`config.mk`:
```
export PLATFORM = sky130hd
export DESIGN_NAME = rng_lookup_loader_flat
export DESIGN_NICKNAME = d
export VERILOG_FILES = /design/src/rtl/rng_lookup_loader_if.sv /design/src/rtl/rng_lookup_loader.sv /design/src/flat_wrapper.sv
export SDC_FILE = /design/constraint.sdc
export NUM_CORES = 2
export LEC_CHECK = 0
export BUFFER_PORTS_ARGS = -buffer_cell sky130_fd_sc_hd__buf_4
export CAP_MARGIN = 20
export CORE_MARGIN = 5
export CORE_UTILIZATION = 40
export CTS_CLUSTER_SIZE = 40
export DETAILED_ROUTE_END_ITERATION = 7
export REMOVE_ABC_BUFFERS = 1
export SYNTH_ARGS = -nofsm -noshare
export SYNTH_HDL_FRONTEND = slang
export SYNTH_SLANG_ARGS = --single-unit
```
`constraint.sdc`:
```
create_clock -name clk -period 9.4 [get_ports clk]
set_input_delay 1.41 -clock clk [delete_from_list [all_inputs] [get_ports clk]]
set_output_delay 1.41 -clock clk [all_outputs]
set_load 0.02 [all_outputs]
```
`src/rtl/rng_lookup_loader_if.sv`:
```
`default_nettype none
// ============================================================================
//  Module   : rng_lookup_loader_if
//  Purpose  : Load-stream handshake and coefficient read bus of the loader.
//  Revision : 1.0 - initial release
// ============================================================================
interface rng_lookup_loader_if #(
    parameter int BY            = 16,
    parameter int K             = 3,
    parameter int SEC_ADDR_SIZE = 4
);
    logic [7:0]               wr_byte;
    logic                     wr_valid;
    logic                     wr_ready;
    logic                     en;
    logic [SEC_ADDR_SIZE-1:0] section_addr;
    logic [K-1:0]             subsection_addr;
    logic [BY-1:0]            c0;
    logic [BY-1:0]            c1;
    logic                     table_valid;
    logic                     load_done;
    logic                     load_error;

    modport master (
        output wr_byte, wr_valid, en, section_addr, subsection_addr,
        input  wr_ready, c0, c1, table_valid, load_done, load_error
    );

    modport slave (
        input  wr_byte, wr_valid, en, section_addr, subsection_addr,
        output wr_ready, c0, c1, table_valid, load_done, load_error
    );
endinterface
`default_nettype wire

```
`src/rtl/rng_lookup_loader.sv`:
```
`default_nettype none
// ============================================================================
//  Module   : rng_lookup_loader
//  Purpose  : Loads a checksummed coefficient table from a byte stream and
//             serves registered (c0, c1) reads by section/subsection.
//  Revision : 1.0 - initial release
// ============================================================================
module rng_lookup_loader #(
    parameter int BY            = 16,
    parameter int K             = 3,
    parameter int G_OCT         = 4,
    parameter int D_OCT         = 4,
    parameter int SEC_ADDR_SIZE = 4
) (
    input  logic               clk,
    input  logic               rst,
    rng_lookup_loader_if.slave bus
);
    localparam int c_N   = (G_OCT + D_OCT) * (2 ** K);
    localparam int c_WB  = BY / 8;
    localparam int c_AW  = (c_N > 1) ? $clog2(c_N) : 1;
    localparam int c_EW  = $clog2(c_N + 1);
    localparam int c_BW  = (c_WB > 1) ? $clog2(c_WB) : 1;
    localparam int c_RAW = SEC_ADDR_SIZE + K;

    localparam logic [7:0]      c_SYNC      = 8'hA5;
    localparam logic [c_EW-1:0] c_ENTRY_END = c_EW'(c_N);
    localparam logic [c_BW-1:0] c_LAST_BYTE = c_BW'(c_WB - 1);

    localparam logic [1:0] c_ST_IDLE  = 2'd0;
    localparam logic [1:0] c_ST_LOAD  = 2'd1;
    localparam logic [1:0] c_ST_CHECK = 2'd2;

    logic [1:0]      r_state;
    logic [c_BW-1:0] r_byte_idx;
    logic            r_coef_sel;
    logic [c_EW-1:0] r_entry;
    logic [7:0]      r_xor;
    logic            r_table_valid;
    logic            r_load_done;
    logic            r_load_error;
    logic [BY-1:0]   r_c0;
    logic [BY-1:0]   r_c1;

    logic [BY-1:0]   r_c0_mem [c_N];
    logic [BY-1:0]   r_c1_mem [c_N];

    logic            w_ready;
    logic            w_accept;
    logic            w_payload_done;
    logic            w_load_byte;
    logic            w_word_end;
    logic            w_sum_ok;
    logic [BY-1:0]   w_word;
    logic [c_AW-1:0] w_widx;
    logic [c_RAW-1:0] w_raddr;
    logic [31:0]     w_raddr_ext;
    logic            w_rd_in_range;
    logic [c_AW-1:0] w_ridx;

    assign w_ready        = (r_state != c_ST_CHECK);
    assign w_accept       = bus.wr_valid & w_ready;
    assign w_payload_done = (r_entry == c_ENTRY_END);
    assign w_load_byte    = w_accept & (r_state == c_ST_LOAD) & ~w_payload_done;
    assign w_word_end     = w_load_byte & (r_byte_idx == c_LAST_BYTE);
    assign w_sum_ok       = (bus.wr_byte == r_xor);
    assign w_widx         = r_entry[c_AW-1:0];

    // Coefficient assembly: earlier bytes of a word are held MSB-first.
    generate
        if (c_WB > 1) begin : g_multi_byte
            logic [BY-9:0] r_shift;

            always_ff @(posedge clk or posedge rst) begin
                if (rst) begin
                    r_shift <= '0;
                end else if (w_load_byte) begin
                    r_shift <= w_word[BY-9:0];
                end
            end

            assign w_word = {r_shift, bus.wr_byte};
        end else begin : g_single_byte
            assign w_word = bus.wr_byte;
        end
    endgenerate

    // The checksum verdict is registered on the edge that accepts the
    // checksum byte, so load_done/table_valid/load_error are all visible
    // together during the single CHECK cycle.
    always_ff @(posedge clk or posedge rst) begin
        if (rst) begin
            r_state       <= c_ST_IDLE;
            r_byte_idx    <= '0;
            r_coef_sel    <= 1'b0;
            r_entry       <= '0;
            r_xor         <= '0;
            r_table_valid <= 1'b0;
            r_load_done   <= 1'b0;
            r_load_error  <= 1'b0;
        end else begin
            r_load_done <= 1'b0;
            case (r_state)
                c_ST_IDLE: begin
                    if (w_accept && (bus.wr_byte == c_SYNC)) begin
                        r_state       <= c_ST_LOAD;
                        r_byte_idx    <= '0;
                        r_coef_sel    <= 1'b0;
                        r_entry       <= '0;
                        r_xor         <= '0;
                        r_table_valid <= 1'b0;
                        r_load_error  <= 1'b0;
                    end
                end
                c_ST_LOAD: begin
                    if (w_accept) begin
                        if (w_payload_done) begin
                            r_state       <= c_ST_CHECK;
                            r_load_done   <= 1'b1;
                            r_table_valid <= w_sum_ok;
                            r_load_error  <= ~w_sum_ok;
                        end else begin
                            r_xor <= r_xor ^ bus.wr_byte;
                            if (r_byte_idx == c_LAST_BYTE) begin
                                r_byte_idx <= '0;
                                r_coef_sel <= ~r_coef_sel;
                                if (r_coef_sel) begin
                                    r_entry <= r_entry + c_EW'(1);
                                end
                            end else begin
                                r_byte_idx <= r_byte_idx + c_BW'(1);
                            end
                        end
                    end
                end
                c_ST_CHECK: begin
                    r_state <= c_ST_IDLE;
                end
                default: begin
                    r_state <= c_ST_IDLE;
                end
            endcase
        end
    end

    // Table storage is deliberately left out of reset.
    always_ff @(posedge clk) begin
        if (w_word_end) begin
            if (r_coef_sel) begin
                r_c1_mem[w_widx] <= w_word;
            end else begin
                r_c0_mem[w_widx] <= w_word;
            end
        end
    end

    assign w_raddr       = {bus.section_addr, bus.subsection_addr};
    assign w_raddr_ext   = 32'(w_raddr);
    assign w_rd_in_range = (w_raddr_ext < 32'(c_N));
    assign w_ridx        = c_AW'(w_raddr);

    // Read-first: a same-edge write lands after this register samples memory.
    always_ff @(posedge clk or posedge rst) begin
        if (rst) begin
            r_c0 <= '0;
            r_c1 <= '0;
        end else if (bus.en) begin
            if (w_rd_in_range) begin
                r_c0 <= r_c0_mem[w_ridx];
                r_c1 <= r_c1_mem[w_ridx];
            end else begin
                r_c0 <= '0;
                r_c1 <= '0;
            end
        end
    end

    assign bus.wr_ready    = w_ready;
    assign bus.c0          = r_c0;
    assign bus.c1          = r_c1;
    assign bus.table_valid = r_table_valid;
    assign bus.load_done   = r_load_done;
    assign bus.load_error  = r_load_error;
endmodule
`default_nettype wire

```
`src/flat_wrapper.sv`:
```
// flat-port wrapper written by rule: the top's interface ports become plain ports
module rng_lookup_loader_flat 
#(
    parameter int BY            = 16,
    parameter int K             = 3,
    parameter int G_OCT         = 4,
    parameter int D_OCT         = 4,
    parameter int SEC_ADDR_SIZE = 4
)
  (clk, rst, bus_wr_byte, bus_wr_valid, bus_en, bus_section_addr, bus_subsection_addr, bus_wr_ready, bus_c0, bus_c1, bus_table_valid, bus_load_done, bus_load_error);
  rng_lookup_loader_if #(.BY(BY), .K(K), .SEC_ADDR_SIZE(SEC_ADDR_SIZE)) bus_i ();
  input  logic clk;
  input  logic rst;
  input wire logic [$bits(bus_i.wr_byte)-1:0] bus_wr_byte;
  input wire logic [$bits(bus_i.wr_valid)-1:0] bus_wr_valid;
  input wire logic [$bits(bus_i.en)-1:0] bus_en;
  input wire logic [$bits(bus_i.section_addr)-1:0] bus_section_addr;
  input wire logic [$bits(bus_i.subsection_addr)-1:0] bus_subsection_addr;
  output wire logic [$bits(bus_i.wr_ready)-1:0] bus_wr_ready;
  output wire logic [$bits(bus_i.c0)-1:0] bus_c0;
  output wire logic [$bits(bus_i.c1)-1:0] bus_c1;
  output wire logic [$bits(bus_i.table_valid)-1:0] bus_table_valid;
  output wire logic [$bits(bus_i.load_done)-1:0] bus_load_done;
  output wire logic [$bits(bus_i.load_error)-1:0] bus_load_error;
  assign bus_i.wr_byte = bus_wr_byte;
  assign bus_i.wr_valid = bus_wr_valid;
  assign bus_i.en = bus_en;
  assign bus_i.section_addr = bus_section_addr;
  assign bus_i.subsection_addr = bus_subsection_addr;
  assign bus_wr_ready = bus_i.wr_ready;
  assign bus_c0 = bus_i.c0;
  assign bus_c1 = bus_i.c1;
  assign bus_table_valid = bus_i.table_valid;
  assign bus_load_done = bus_i.load_done;
  assign bus_load_error = bus_i.load_error;
  rng_lookup_loader #(.BY(BY), .K(K), .G_OCT(G_OCT), .D_OCT(D_OCT), .SEC_ADDR_SIZE(SEC_ADDR_SIZE)) u_core (.clk(clk), .rst(rst), .bus(bus_i));
endmodule
```
==> flow_summary.toml <==
[setup_path]
timing.rr.start = "u_core.r_entry[4]$_DFFE_PP0P_"
worstPathRequired_ps = 9840
worstSetupStartpoint = "u_core.r_entry[4]$_DFFE_PP0P_"
rr_endpoint = "u_core.r_c1_mem[20][7]$_DFFE_PP_"
rrSetupSlack_ps = 4660
crit_type = "reg2reg"
cp-start-kind = "register"
critical_path_peak_fanout = 16
rr_worst_depth = 6
crit_arrival_ps = 5180
cp-endpoint = "u_core.r_c1_mem[20][7]$_DFFE_PP_"
endpoint_kind = "register"

[synth]
synthTopCellsByCount = "2,048 x edfxtp_1, 510 x mux4_2, 178 x mux2i_1"
ys_seq_area_share_pct = 77.7
synth_edf_count = 2048
synth_top_area_share_pct = 75.8
yosysWarnings = 0
synthTopCellsByArea = "edfxtp_1 76%, mux4_2 14%, mux2i_1 2.2%"
syn_area_sq_um = 81200
syn-mean-instance-area_sq_um = 22.0
synth_cells = 3685
synth_most_common_cell = "edfxtp_1"
synth_top_cell_by_area = "edfxtp_1"
yosys_register_bits = 2110
synth_ff_type = "edfxtp_1"
synth.distinct_cells = 53
async_flop_share_pct = 2.94

[clocking]
cts-root-buf = "clkbuf_16"
htree_levels = 4
hold_buffers = 0
clkLatencyLatePin_ps = 840
numCtsBuffers = 203
clock-sinks = 2110
post-cts-setup-buffer-count = 0
cts_tree = "built"
cts_resized = 0
max-clock-path-buffers = 3
clkTransAtPathRegs_ps = 60

[sta]
max_slew_margin_pct = 20.2
clock_skew_ps = 43.4
timing.final.crit_share_pct = 50.4
fin_crit_ps = 4740
grt_setup_unrepaired = "false"
setup_violations = 0
max_slew.worst_pin.slew_ps = 1200
fin_setup_tns_ps = 0
hold_viol = 0
max_freq_mhz = 211
drv_slew = 0
hold_slack_ps = 515

[routing]
via_per_inst = 5.92
ant_nets = 0
drtIter0Drc = 5265
wire_per_inst_microns = 32.5
drt-pass1-iter-count = 5
num_vias = 39800
drc_errors = 0
routed_wl_microns = 219000

[min_path]
worstHoldPathType = "reg2reg"
min_path_cells = 1

[global_routing]
grt.total_usage_pct = 20.5
antenna_found_initial = 2
grt_pass1_wl_microns = 307000
grt_pass1_vias = 39600
grt_start_max_net_pins = 119
grt_overflow = 0

[finish]
syn_to_final_growth_pct = 13.2
fin_area_sq_um = 91900
multi_input_area_sq_um = 17300
layout-drive-gt1-share_pct = 27.7
register_area_sq_um = 63100
nFillCells = 16600
num-nets-final = 3904

[pwr]
power_density_nw_per_um2 = 222
switching_share_pct = 23.0
clockPowerShare_pct = 39.1
combPwrFrac_pct = 6.1
power.internal_mw = 15.7
pwr-share-seq_pct = 54.8
netSwitchingPower_mw = 4.70
total_power_mw = 20.4
ir_drop_uv = 186
p_leak_nw = 29.1

[floorplanning]
pin_count = 55
row_count = 165
die_area_sq_um = 212000
coreArea_sq_um = 202000
die_width_microns = 460
die_h_microns = 460
start_util_pct = 40.2

[place]
io_buffers = 54
dpl_cell_area_sq_um = 85300
hpwl_microns = 126000
globalplace.congestion = 0.815

[run]
cap_violations = 0

[status]
status = "finished, final reports clean"
## power groups by stage
| stage | clock network (mW) | registers, mW | logic (mW) |
|---|---|---|---|
| after detailed placement | 0 | 11.4 | 1.25 |
| final | 7.98 | 11.2 | 1.24 |
| after global placement | 0 | 11.4 | 1.23 |
| after global routing | 8.50 | 11.2 | 1.30 |
| after CTS | 8.10 | 11.2 | 1.25 |
| after floorplan | 0 | 11.4 | 0.400 |
## critical path, cell delays in order, from the launching register on
cell     delay, ps
dfrtp_1        730
or3_1          840
o311a_1        570
or2_2          330
and3_1         500
nand3_1        460
nor2_2         900
## cell type report
type	count	area share, %
clock buffer	271	6.04
sequential	2110	68.7
timing repair buffer	201	1.77
antenna	1	0.00272
multi-input combinational	1357	18.8
inverter	10	0.0463
tap	2672	3.64
clock inverter	103	1.02
## routing by layer
layer  vias to the layer above  GRT usage [%]  part of all wire [%]
met5                         -              0                     0
met4                         0           5.60                   2.8
met3                       312           4.02                   8.5
met2                      1952           32.2                    47
met1                     21700           29.5                    42
li1                      15900              -                     -
## worst min path at each step
stage,start,endpoint
5_1_grt,u_core.r_xor[7]$_DFFE_PP0P_,u_core.r_xor[7]$_DFFE_PP0P_
3_5_place_dp,u_core.r_coef_sel$_DFFE_PP0P_,u_core.r_coef_sel$_DFFE_PP0P_
6_report,u_core.r_xor[6]$_DFFE_PP0P_,u_core.r_xor[6]$_DFFE_PP0P_
2_1_floorplan,u_core.r_coef_sel$_DFFE_PP0P_,u_core.r_coef_sel$_DFFE_PP0P_
3_3_place_gp,u_core.bus.c1[10]$_DFFE_PP0P_,u_core.bus.c1[10]$_DFFE_PP0P_
4_1_cts,u_core.r_xor[3]$_DFFE_PP0P_,u_core.r_xor[3]$_DFFE_PP0P_
## sequential cells by signal (all words and copies together) (netlist names)
signal and cells:
u_core.r_xor 8, u_core.bus.load_done 1, u_core.bus.load_error 1, u_core.bus.c0 16, u_core.g_multi_byte.r_shift 8, u_core.r_coef_sel 1, u_core.r_entry 7, u_core.bus.table_valid 1
u_core.bus.c1 16, u_core.r_c0_mem 1024, u_core.r_state 2, u_core.r_c1_mem 1024, u_core.r_byte_idx 1
## cells by family after synthesis
family / synth area share [%]
AOI/OAI and AO/OA: 1.93
xor gates and xnor gates: 0.129
adders and majority gates: 0.0308
buffers and inverters: 1.36
DFF: 77.7
muxes: 16.5
and+or+nand+nor: 2.34
## cells in the final DEF (no fill, tap or decap), drive strengths merged, types with 3 or more instances in the layout
master and n:
nand4 9, o22a 3, buf 199, a221oi 14, edfxtp 2048, clkinvlp 6
nand2 94, nor2b 7, a21oi 18, a221o 9, and2 7, clkinv 78
o211ai 7, nor3 10, o31ai 3, o22ai 31, and3 11, o221ai 14
bufinv 13, nand3b 4, a211oi 5, or2 13, a32oi 10, a22oi 52
xor2 12, inv 16, a31oi 10, or3 9, nor2 174, nand2b 10
mux2i 178, nand3 64, clkbuf 273, mux4 510, o21ai 39, mux2 13
nor4 3, dfrtp 62
## metrics by stage
stage                     util (%)  setup WS (ps)  cells
after global routing          45.4           4460   6724
after CTS                     45.4           4690   6721
after detailed placement      42.2           3870   6347
after floorplan                  -           5040   3477
final                         45.4           4660   6725
after global placement        42.2           3970   6347
Note: power is estimated with default switching activity, not from simulation.
